--- config.mk ---
export PLATFORM = sky130hd
export DESIGN_NAME = async_event_sync
export DESIGN_NICKNAME = d
export VERILOG_FILES = /design/src/rtl/async_event_sync_pkg.sv /design/src/rtl/async_event_sync_chan.sv /design/src/rtl/async_event_sync.sv
export SDC_FILE = /design/constraint.sdc
export NUM_CORES = 1
export LEC_CHECK = 0
export BUFFER_PORTS_ARGS = -buffer_cell sky130_fd_sc_hd__buf_2
export CAP_MARGIN = 0
export CORE_ASPECT_RATIO = 0.8
export CORE_MARGIN = 4
export CORE_UTILIZATION = 49
export CTS_BUF_LIST = sky130_fd_sc_hd__clkbuf_16
export CTS_CLUSTER_SIZE = 12
export DETAILED_ROUTE_END_ITERATION = 10
export PLACE_DENSITY = 0.81
export RECOVER_POWER = 100
export REMOVE_ABC_BUFFERS = 1
export SYNTH_ARGS = -nofsm -noshare
export SYNTH_HDL_FRONTEND = slang
export SYNTH_SLANG_ARGS = --single-unit
--- constraint.sdc ---
create_clock -name clk -period 1.9 [get_ports clk]
set_input_delay 0.095 -clock clk [delete_from_list [all_inputs] [get_ports clk]]
set_output_delay 0.095 -clock clk [all_outputs]
set_load 0.01 [all_outputs]
--- src/rtl/async_event_sync_pkg.sv ---
// -----------------------------------------------------------------------------
// async_event_pkg
// Shared definitions for the multi-channel asynchronous event synchroniser:
//   - edge_mode_t     : per-channel edge selection encoding (2 bits)
//   - MIN_SYNC_STAGES : smallest synchroniser depth that is considered safe
//   - select_edge()   : maps a mode and the rise/fall detections to an event
// -----------------------------------------------------------------------------
package async_event_pkg;

  typedef enum logic [1:0] {
    EDGE_OFF  = 2'b00,
    EDGE_RISE = 2'b01,
    EDGE_FALL = 2'b10,
    EDGE_BOTH = 2'b11
  } edge_mode_t;

  localparam int MIN_SYNC_STAGES = 2;

  // Event selection for one channel. Bit 0 of the mode enables rising edges
  // and bit 1 enables falling edges, so EDGE_BOTH reports either.
  function automatic logic select_edge(input edge_mode_t m,
                                       input logic       rise,
                                       input logic       fall);
    logic ev;
    ev = 1'b0;
    case (m)
      EDGE_RISE: ev = rise;
      EDGE_FALL: ev = fall;
      EDGE_BOTH: ev = rise | fall;
      default:   ev = 1'b0;
    endcase
    return ev;
  endfunction

endpackage : async_event_pkg

--- src/rtl/async_event_sync_chan.sv ---
// -----------------------------------------------------------------------------
// event_sync_chan
// One channel of the asynchronous event synchroniser: a SYNC_STAGES-deep
// synchroniser chain, a history flop for edge detection, mode-selected edge
// event, a registered 1-cycle pulse, a saturating event counter and the
// sticky / overflow flags.
//
// Ports
//   clk            in   clock
//   rst_n          in   asynchronous active-low reset
//   async_i        in   asynchronous input (any time)
//   mode_i         in   edge mode: 00 off, 01 rise, 10 fall, 11 both
//   clr_i          in   synchronous clear of count / sticky / overflow
//   warmup_mask_i  in   high while the shared warm-up counter is running
//   level_o        out  synchronised level (last chain stage)
//   pulse_o        out  1-cycle event pulse
//   sticky_o       out  set on event, held until clr_i
//   overflow_o     out  set on an event while the count is saturated
//   count_o        out  saturating event count
// -----------------------------------------------------------------------------
module event_sync_chan
  import async_event_pkg::*;
#(
  parameter int SYNC_STAGES = 2,
  parameter int CNT_W       = 8
) (
  input  logic             clk,
  input  logic             rst_n,
  input  logic             async_i,
  input  logic [1:0]       mode_i,
  input  logic             clr_i,
  input  logic             warmup_mask_i,
  output logic             level_o,
  output logic             pulse_o,
  output logic             sticky_o,
  output logic             overflow_o,
  output logic [CNT_W-1:0] count_o
);

  localparam logic [CNT_W-1:0] CNT_MAX = '1;

  // Saturating increment: the counter holds at all-ones and never wraps.
  function automatic logic [CNT_W-1:0] sat_inc(input logic [CNT_W-1:0] v);
    logic [CNT_W-1:0] r;
    if (v == CNT_MAX) r = v;
    else              r = v + CNT_W'(1);
    return r;
  endfunction

  logic [SYNC_STAGES-1:0] sync_q, sync_d;
  logic                   hist_q;
  logic                   pulse_q, pulse_d;
  logic                   sticky_q, sticky_d;
  logic                   ovf_q, ovf_d;
  logic [CNT_W-1:0]       count_q, count_d;

  logic level;
  logic rise;
  logic fall;
  logic ev;

  // ---- synchroniser chain: bit 0 is the metastability capture flop ----
  assign sync_d = {sync_q[SYNC_STAGES-2:0], async_i};
  assign level  = sync_q[SYNC_STAGES-1];

  // ---- edge detect against the history flop ----
  // hist_q follows level every cycle regardless of mode, so switching the
  // mode never manufactures an edge.
  assign rise    = level & ~hist_q;
  assign fall    = ~level & hist_q;
  assign ev      = select_edge(edge_mode_t'(mode_i), rise, fall);
  assign pulse_d = ev & ~warmup_mask_i;

  // ---- counter / flags, updated on the same edge that raises the pulse ----
  // A clear in the same cycle as an event is applied first, so the event is
  // counted into a freshly cleared channel (count=1, overflow=0).
  always_comb begin
    count_d  = count_q;
    sticky_d = sticky_q;
    ovf_d    = ovf_q;
    if (clr_i) begin
      count_d  = '0;
      sticky_d = 1'b0;
      ovf_d    = 1'b0;
    end
    if (pulse_d) begin
      sticky_d = 1'b1;
      if (clr_i) begin
        count_d = CNT_W'(1);
      end else begin
        if (count_q == CNT_MAX) ovf_d = 1'b1;
        count_d = sat_inc(count_q);
      end
    end
  end

  always_ff @(posedge clk or negedge rst_n) begin
    if (!rst_n) begin
      sync_q   <= '0;
      hist_q   <= 1'b0;
      pulse_q  <= 1'b0;
      sticky_q <= 1'b0;
      ovf_q    <= 1'b0;
      count_q  <= '0;
    end else begin
      sync_q   <= sync_d;
      hist_q   <= level;
      pulse_q  <= pulse_d;
      sticky_q <= sticky_d;
      ovf_q    <= ovf_d;
      count_q  <= count_d;
    end
  end

  assign level_o    = level;
  assign pulse_o    = pulse_q;
  assign sticky_o   = sticky_q;
  assign overflow_o = ovf_q;
  assign count_o    = count_q;

endmodule : event_sync_chan

--- src/rtl/async_event_sync.sv ---
// -----------------------------------------------------------------------------
// async_event_sync
// Multi-channel asynchronous event synchroniser. Each channel brings an
// asynchronous level/toggle input into the clk domain, detects edges selected
// by a runtime mode and produces a 1-cycle pulse, a sticky flag, an overflow
// flag and a saturating event counter. A shared warm-up counter masks edge
// detection right after reset so inputs already high at release produce no
// event.
//
// Ports
//   clk        in   clock; all outputs registered on posedge clk
//   rst        in   asynchronous active-low reset
//   async_in   in   CHANNELS asynchronous inputs
//   mode       in   2*CHANNELS; channel i uses mode[2i+1:2i]
//   clr        in   CHANNELS synchronous clears of count/sticky/overflow
//   level_out  out  CHANNELS synchronised levels
//   pulse_out  out  CHANNELS 1-cycle event pulses
//   sticky     out  CHANNELS sticky event flags
//   overflow   out  CHANNELS overflow flags
//   count      out  CHANNELS*CNT_W; count[i*CNT_W +: CNT_W] is channel i
// -----------------------------------------------------------------------------
module async_event_sync
  import async_event_pkg::*;
#(
  parameter int CHANNELS    = 4,
  parameter int SYNC_STAGES = 2,
  parameter int CNT_W       = 8
) (
  input  logic                      clk,
  input  logic                      rst,
  input  logic [CHANNELS-1:0]       async_in,
  input  logic [2*CHANNELS-1:0]     mode,
  input  logic [CHANNELS-1:0]       clr,
  output logic [CHANNELS-1:0]       level_out,
  output logic [CHANNELS-1:0]       pulse_out,
  output logic [CHANNELS-1:0]       sticky,
  output logic [CHANNELS-1:0]       overflow,
  output logic [CHANNELS*CNT_W-1:0] count
);

  if (SYNC_STAGES < MIN_SYNC_STAGES) begin : g_bad_sync
    $error("async_event_sync: SYNC_STAGES must be at least 2");
  end
  if (CHANNELS < 1) begin : g_bad_chan
    $error("async_event_sync: CHANNELS must be at least 1");
  end
  if (CNT_W < 1) begin : g_bad_cnt
    $error("async_event_sync: CNT_W must be at least 1");
  end

  // Warm-up length SYNC_STAGES+1 covers the chain fill plus the history
  // flop, i.e. the first cycle in which a level present at reset release
  // could look like an edge.
  localparam int              WU_W    = $clog2(SYNC_STAGES + 2);
  localparam logic [WU_W-1:0] WU_LOAD = WU_W'(SYNC_STAGES + 1);

  logic [WU_W-1:0] warmup_q, warmup_d;
  logic            warmup_mask;

  // ---- warm-up counter: counts down once per cycle after reset release ----
  assign warmup_mask = (warmup_q != '0);
  assign warmup_d    = warmup_mask ? (warmup_q - WU_W'(1)) : warmup_q;

  always_ff @(posedge clk or negedge rst) begin
    if (!rst) warmup_q <= WU_LOAD;
    else      warmup_q <= warmup_d;
  end

  // ---- per-channel datapath ----
  for (genvar i = 0; i < CHANNELS; i++) begin : g_chan
    event_sync_chan #(
      .SYNC_STAGES (SYNC_STAGES),
      .CNT_W       (CNT_W)
    ) u_chan (
      .clk           (clk),
      .rst_n         (rst),
      .async_i       (async_in[i]),
      .mode_i        (mode[2*i +: 2]),
      .clr_i         (clr[i]),
      .warmup_mask_i (warmup_mask),
      .level_o       (level_out[i]),
      .pulse_o       (pulse_out[i]),
      .sticky_o      (sticky[i]),
      .overflow_o    (overflow[i]),
      .count_o       (count[i*CNT_W +: CNT_W])
    );
  end

endmodule : async_event_sync

==> impl_metrics.ini, run 1 <==
[layout]
nFillCells = 452
multi_input_area_um2 = 1460
seqCellArea_um2 = 1450
fin_nets = 405
drive_gt1_share_pct = 29.6
final_area_um2 = 3960
diodes = 0
syn2layout_area_growth_pct = 35.1

[critical_path]
cp-start-kind = register
path_max_fanout = 8
arrival_ps = 2220
crit_path_max_incr_delay_ps = 540
crit_chain = ha_1, nand2b_4, a311o_2, or4_4, a21oi_2
required_ps = 2140
cp_slowest_cell = or4_4
critPathCaptureType = register
critical_path_class = register to register

[grt]
grt_pass1_wl_um = 11800
first_global_vias = 2477
grt_use_total_pct = 20.4
grt-ovfl-total = 0
grt_antenna_before_repair = 0
grt_max_degree = 30

[timing]
tightest_slew_ps = 915
hold_violations = 0
worst_slack_ps = -84.1
maxSlewHeadroom_pct = 39.0
rsz0062_at_grt = yes
setup_violations = 6
max_freq_ghz = 0.504
period_needed_ps = 1980
finalCritPeriodShare_pct = 104
final.setup_skew_ps = 6.17
slew_violations = 0

[detailed_routing]
drt-met1-wl_um = 3030
wl_met3_um = 437
drc_errors = 0
wl_met2_um = 3540
vias = 2605
wl_per_cell_um = 15.6
wl_um = 7110
drtPass1Iterations = 4
drt_iter0_drc = 95
ant_nets = 0
highest_layer = met4
viasPerCell = 5.71

[status]
run_status = finished with violations
violations = setup timing

[die]
dieWidth_um = 94.4
core_region_area_um2 = 5620
std_cell_rows = 24
die_h_um = 77.1
start_util_pct = 52.1
die_area_um2 = 7280
io_pins = 66

[power]
power_density_nw_per_um2 = 815
leakage_nw = 1.70
finalPower_w = 0.00322
vdd_drop_max_uv = 1080

[yosys]
synth_top_cells_by_area = dfrtp_1, ha_1, a21oi_1
synthArstFlopShare_pct = 100
syn_area_um2 = 2930
ys_seq_elements = 58
synth_top_area_share_pct = 47.9
syn_inst = 285
yosys.area.top_type = dfrtp_1
synth_edf_count = 0
synth.distinct_cells = 43
yosysWarnings = 0
ys.flop_type = dfrtp_1
syn_area_per_cell_um2 = 10.3
ys_seq_area_share_pct = 49.7

[place]
pre_cts_ws_ps = -162
hpwl_um = 4710
globalplace.congestion = 0.831
postPlaceCellArea_um2 = 3390
port_buffers = 65

[clock_network]
cts_max_path_buffers = 2
insertion_delay_ps = 310
cts_max_level = 3
cts_tree = yes
cts_buffers = 9
cts.sinks = 58
clk_pin_slew_ps = 50
root_buffer = clkbuf_16

[hold_path]
min_path_type = primary input to register

[run]
drv_cap = 0
[layout make-up]
type                            count  share of cell area, %
Clock inverter                      6                   1.27
Clock buffer                        9                   5.69
Sequential cell                    58                   36.8
Multi-Input combinational cell    177                   36.8
Tap cell                           78                   2.47
Inverter                           27                   2.56
Timing Repair Buffer              101                   14.5
[cells in the final DEF (no fill, tap or decap), drive strengths merged, types with 6 or more instances in the layout]
master  instances
nand4           8
o21ai          10
buf            45
o31ai           8
or3             6
dfrtp          56
nand2b         10
clkbuf         60
ha             13
a21oi          26
or4            11
nor2           15
inv            28
nand3          11
nand2          10
[cell families (layout without fill, tap and decap cells)]
group | count (synthesis) | after routing | share of synthesized area (%)
AO/OA/AOI/OAI | 70 | 71 | 16.1
adder cells (fa/ha/maj) | 13 | 13 | 5.56
AND/OR/NAND/NOR | 85 | 85 | 16.5
buffers and inverters | 51 | 143 | 9.40
XOR/XNOR | 1 | 1 | 0.299
flip-flops | 58 | 58 | 49.7
multiplexers | 7 | 7 | 2.52
[final timing paths]
check                                      startpoint  cells past startpoint                     endpoint  slack (ps)
min in group asynchronous                         rst                      2  g_chan[3].u_chan.overflow_o         430
max in group asynchronous                         rst                      3  g_chan[1].u_chan.count_o[2]         250
max reg2reg                g_chan[3].u_chan.sync_q[1]                      5  g_chan[3].u_chan.count_o[6]         -80
max                        g_chan[3].u_chan.sync_q[1]                      5  g_chan[3].u_chan.count_o[6]         -80
min reg2reg                g_chan[1].u_chan.sync_q[0]                      0   g_chan[1].u_chan.sync_q[1]         350
min                                            clr[1]                      2  g_chan[1].u_chan.count_o[2]          70
[cells in the mapped netlist (all sizes together), types with 5 or more instances]
| cell | n |
|---|---|
| o31ai | 8 |
| ha | 13 |
| inv | 27 |
| o21ai | 10 |
| nor2 | 15 |
| dfrtp | 56 |
| o41ai | 5 |
| nand4 | 8 |
| a21oi | 26 |
| or3 | 6 |
| nand3 | 11 |
| buf | 21 |
| or4 | 11 |
| nand2 | 10 |
| nand2b | 10 |
[power by group]
group / internal, W / leakage, nW / switching [W]
logic: 0.000174 / 0.807 / 0.000216
registers: 0.00129 / 0.750 / 0.0000508
clock network: 0.000983 / 0.139 / 0.000506
[per-layer routing]
metal	track usage, %	vias up
met2	33.0	88
met5	0	-
met1	26.1	1298
met4	5.77	0
met3	6.65	15
li1	-	1204
[stage by stage]
step	hold slack, ps	setup TNS, ps	util [%]	cells
2_1_floorplan	-201	-951	-	261
3_3_place_gp	45.9	-300	60.4	431
3_5_place_dp	51.1	-1570	60.4	431
4_1_cts	45.5	-267	67.9	454
5_1_grt	62.9	-2400	70.4	456
6_report	68.8	-230	70.4	456
[registers in the layout (all words and copies together), names as in the netlist]
signal,flops
g_chan.u_chan.count_o,32
g_chan.u_chan.sync_q,8
g_chan.u_chan.hist_q,4
g_chan.u_chan.overflow_o,4
g_chan.u_chan.pulse_o,4
g_chan.u_chan.sticky_o,4
warmup_q,2
[critical path: cells and delay by family (launching register included)]
| family | cells | cell delay (ps) |
|---|---|---|
| and+or+nand+nor | 2 | 680 |
| DFF | 1 | 410 |
| adders and majority gates | 1 | 290 |
| AOI/OAI and AO/OA | 2 | 530 |
[timing repair]
| item | 4_1_cts | 5_1_grt |
|---|---|---|
| pin swaps | 20 | 22 |
| hold buffers | 5 | 0 |
| endpoints found under the setup margin | 27 | 30 |
| endpoints found under the hold margin | 17 | 0 |
| buffers inserted | 2 | 2 |
| gates cloned | 1 | 0 |
| resized for setup | 19 | 44 |
Note: power is estimated with default switching activity, not from simulation.
==> inputs of run 2 (changes only) <==
--- a/config.mk
+++ b/config.mk
@@ -8,7 +8,7 @@
 export BUFFER_PORTS_ARGS = -buffer_cell sky130_fd_sc_hd__buf_2
 export CAP_MARGIN = 0
 export CORE_ASPECT_RATIO = 0.8
-export CORE_MARGIN = 4
+export CORE_MARGIN = 2
 export CORE_UTILIZATION = 49
 export CTS_BUF_LIST = sky130_fd_sc_hd__clkbuf_16
 export CTS_CLUSTER_SIZE = 12
==> impl_metrics.ini, run 2 (synthesis gave the netlist of run 1 again) <==
[detailed_routing]
drc_errors = 0
drt_iter0_drc = 89
wl_um = 7000
vias = 2571
viasPerCell = 5.59
drtPass1Iterations = 4
wl_per_cell_um = 15.2
ant_nets = 0

[grt]
grt_pass1_wl_um = 11400
grt_max_degree = 24
grt_use_total_pct = 22.0
first_global_vias = 2432
grt_antenna_before_repair = 0
grt-ovfl-total = 0

[die]
core_region_area_um2 = 5850
die_area_um2 = 6610
io_pins = 66
die_h_um = 73.1
dieWidth_um = 90.4
std_cell_rows = 25
start_util_pct = 50.1

[layout]
seqCellArea_um2 = 1450
multi_input_area_um2 = 1430
nFillCells = 493
largest_reg_flops = 32
final_common_cell = dfrtp_1
diodes = 0
postLayoutCoreUtil_pct = 66.4
fin_nets = 405
syn2layout_area_growth_pct = 32.7
final_cell_mix = dfrtp_1, clkbuf_1, inv_1
drive_gt1_share_pct = 26.9

[critical_path]
arrival_ps = 2180
cp-start-kind = register
required_ps = 2140
path_max_fanout = 5
critPathCaptureType = register
critical_path_class = register to register

[clock_network]
cts.sinks = 58
clk_pin_slew_ps = 50
cts_max_path_buffers = 2
cts_max_level = 3
cts_tree = yes
cts_buffers = 9
insertion_delay_ps = 320
root_buffer = clkbuf_16

[place]
port_buffers = 65
globalplace.congestion = 0.845
hpwl_um = 4420
pre_cts_ws_ps = -221

[timing]
setup_violations = 4
whs_ps = 55.5
period_needed_ps = 1940
finalCritPeriodShare_pct = 102
slew_violations = 0
hold_violations = 0
final.setup_skew_ps = 6.41
rsz0062_at_grt = yes
maxSlewHeadroom_pct = 15.3
worst_slack_ps = -35.6
tightest_slew_ps = 1270
max_freq_ghz = 0.517

[power]
leakage_nw = 1.66
vdd_drop_max_uv = 594
power_density_nw_per_um2 = 829

[status]
run_status = finished with violations
violations = setup timing

[run]
drv_cap = 0

[hold_path]
min_path_type = primary input to register
-- run 2: worst paths after layout --
path,startpoint,endpoint,slack [ps],depth (start not counted)
max,g_chan[1].u_chan.hist_q,g_chan[1].u_chan.count_o[3],-40,6
min,clr[0],g_chan[0].u_chan.count_o[6],60,2
max reg2reg,g_chan[1].u_chan.hist_q,g_chan[1].u_chan.count_o[3],-40,6
min reg2reg,g_chan[2].u_chan.sync_q[0],g_chan[2].u_chan.sync_q[1],350,0
max in group asynchronous,rst,warmup_q[1],260,3
min in group asynchronous,rst,g_chan[3].u_chan.count_o[3],580,2
-- run 2: metrics by stage --
step           TNS [ps]  std cells  power (W)  area, um^2
6_report          -54.6        460    0.00322        3890
5_1_grt           -1930        460    0.00338        3890
4_1_cts           -84.1        459    0.00325        3830
3_5_place_dp      -2030        432    0.00169        3370
3_3_place_gp       -774        432    0.00167        3370
2_1_floorplan      -951        261    0.00150        2750
-- run 2: final cells by class --
cell class / instances / area share, %
flip-flops and latches: 58 / 37.4
multi-input cells: 180 / 36.7
repair buffers: 98 / 13.5
clock buffers: 9 / 5.80
inverters: 27 / 2.61
well taps: 81 / 2.61
clock inverters: 7 / 1.38
-- run 2: critical path, cell delays in order (launching register included) --
cell and delay, ps:
dfrtp_1 340, inv_1 40, ha_1 280, nand2b_4 140, a311o_2 360, or4_1 550
a21oi_2 140
-- run 2: power breakdown --
part	switching [W]	internal (W)
combinational	0.000209	0.000163
clock	0.000519	0.000986
sequential	0.0000527	0.00129
total	0.000781	0.00244
-- run 2: what timing repair did --
item / in CTS / in global routing
setup endpoints to repair: 26 / 21
endpoints found under the hold margin: 25 / 0
buffers inserted: 2 / 1
gates cloned: 4 / 0
pin swaps: 24 / 8
resized for setup: 18 / 28
hold buffers: 5 / 0
-- run 2: layer usage --
metal	track usage, %	wire (um)
met1	28.0	3260
met2	37.6	3400
met3	6.92	298
met5	0	0
met4	4.62	36
==> inputs of run 3 (changes only) <==
--- a/config.mk
+++ b/config.mk
@@ -9,13 +9,14 @@
 export CAP_MARGIN = 0
 export CORE_ASPECT_RATIO = 0.8
 export CORE_MARGIN = 2
-export CORE_UTILIZATION = 49
+export CORE_UTILIZATION = 54
 export CTS_BUF_LIST = sky130_fd_sc_hd__clkbuf_16
-export CTS_CLUSTER_SIZE = 12
+export CTS_CLUSTER_SIZE = 24
 export DETAILED_ROUTE_END_ITERATION = 10
-export PLACE_DENSITY = 0.81
+export PLACE_DENSITY = 0.85
 export RECOVER_POWER = 100
 export REMOVE_ABC_BUFFERS = 1
+export SETUP_SLACK_MARGIN = 0.15
 export SYNTH_ARGS = -nofsm -noshare
 export SYNTH_HDL_FRONTEND = slang
 export SYNTH_SLANG_ARGS = --single-unit
==> constraint.sdc (replaced) <==
create_clock -name clk -period 2.05 [get_ports clk]
set_input_delay 0.1025 -clock clk [delete_from_list [all_inputs] [get_ports clk]]
set_output_delay 0.1025 -clock clk [all_outputs]
set_load 0.01 [all_outputs]
==> impl_metrics.ini, run 3 (synthesis gave the netlist of run 1 again) <==
[critical_path]
r2r_setup_slack_ps = 70
critPathCaptureType = register
cp_slowest_cell = or4_4
r2r-end = g_chan[0].u_chan.count_o[6]
path_max_fanout = 5
r2r_cells = 6
r2r-start = g_chan[0].u_chan.hist_q
required_ps = 2300
crit_path_max_incr_delay_ps = 550
crit_chain = inv_1, ha_1, nand2b_4, a311o_2, or4_4, a21oi_2
crit_path_end = g_chan[0].u_chan.count_o[6]
critical_path_class = register to register
cp-start-kind = register
crit_path_start = g_chan[0].u_chan.hist_q
arrival_ps = 2230

[layout]
largest_reg_flops = 32
nFillCells = 406
final_cell_mix = dfrtp_1, clkbuf_1, inv_1
final_common_cell = dfrtp_1
syn2layout_area_growth_pct = 27.7
drive_gt1_share_pct = 20.3
final_area_um2 = 3740
fin_nets = 391
fin_cells = 427
diodes = 0

[grt]
grt_pass1_wl_um = 10800
grt_max_degree = 34
grt_use_total_pct = 22.6
first_global_vias = 2303
grt-ovfl-total = 0
grt_antenna_before_repair = 0

[die]
start_util_pct = 57.2
std_cell_rows = 23
die_h_um = 69.9
dieWidth_um = 86.3
core_region_area_um2 = 5120
die_area_um2 = 6030
io_pins = 66

[detailed_routing]
wl_um = 6940
ant_nets = 0
viasPerCell = 5.85
drt_iter0_drc = 127
drc_errors = 0
vias = 2500
wl_per_cell_um = 16.3
drtPass1Iterations = 5

[timing]
final.setup_skew_ps = 6.37
period_needed_ps = 1980
whs_ps = 55.4
maxSlewHeadroom_pct = 2.89
tightest_slew_ps = 1460
setup_violations = 0
finalCritPeriodShare_pct = 96.7
rsz0062_at_grt = yes
final.setup.tns_ps = 0
max_freq_ghz = 0.504
slew_violations = 0
hold_violations = 0

[clock_network]
root_buffer = clkbuf_16
cts_tree = yes
clk_pin_slew_ps = 50
cts_max_level = 3
cts.sinks = 58
cts_buffers = 9
cts_max_path_buffers = 2
insertion_delay_ps = 320

[place]
globalplace.congestion = 0.825
postPlaceCellArea_um2 = 3230
port_buffers = 65
hpwl_um = 4260
dp.cells = 396

[hold_path]
min_path_type = primary input to register

[power]
power_density_nw_per_um2 = 829
vdd_drop_max_uv = 656
leakage_nw = 1.61

[status]
run_status = complete, no violations

[run]
drv_cap = 0
[run 3: where the power goes]
part	total (W)	internal (W)	leakage [nW]	switching [W]
Combinational	0.000315	0.000133	0.703	0.000182
Clock	0.00153	0.00105	0.154	0.000487
Sequential	0.00125	0.00120	0.750	0.0000507
Total	0.00310	0.00238	1.61	0.000719
[run 3: worst min-delay path by stage]
stage / endpoint / depth (start not counted) / startpoint / slack (ps)
global placement: g_chan[2].u_chan.count_o[4] / 1 / rst / 140
finish: g_chan[0].u_chan.count_o[3] / 2 / clr[0] / 60
global route: g_chan[0].u_chan.count_o[6] / 2 / clr[0] / 50
floorplan: g_chan[0].u_chan.count_o[0] / 0 / rst / -190
CTS: g_chan[0].u_chan.count_o[3] / 2 / clr[0] / 50
detailed placement: g_chan[2].u_chan.count_o[4] / 1 / rst / 140
[run 3: critical path: cells and delay by family (launching register included)]
family	cells	cell delay [ps]
adders and majority gates	1	280
AOI/OAI and AO/OA	2	540
buffers and inverters	1	50
and+or+nand+nor	2	690
DFF	1	350
[run 3: layout make-up]
cell class	instances	area, um^2	share of cell area [%]
clock buffers	9	225	6.02
inverters	27	101	2.71
repair buffers	86	450	12.0
well taps	62	77.6	2.07
multi-input cells	178	1350	36.0
clock inverters	7	85.1	2.28
flip-flops and latches	58	1450	38.9
[run 3: timing repair]
action / 4_1_cts / 5_1_grt
setup buffers: 7 / 1
pin swaps: 18 / 15
endpoints found under the setup margin: 31 / 26
hold buffers: 5 / 0
gates cloned: 1 / 1
endpoints found under the hold margin: 27 / 0
gates resized for setup: 10 / 35
[run 3: metrics by stage]
step	utilization, %	total power, W	setup WS (ps)
after detailed placement	63.0	0.00154	-48.0
after global routing	73.0	0.00323	-7.08
after floorplan	-	0.00139	17.3
after CTS	71.9	0.00312	104
after global placement	63.0	0.00153	29.5
final	73.0	0.00310	67.0
[run 3: layer usage]
metal	track usage [%]	share of wire (%)	vias to the layer above	wire length (um)
met1	29.4	44	1224	3030
met5	0	0	-	0
met4	9.20	0.69	0	48
met3	6.74	5.3	5	369
met2	35.4	50	81	3500
li1	-	-	1190	-
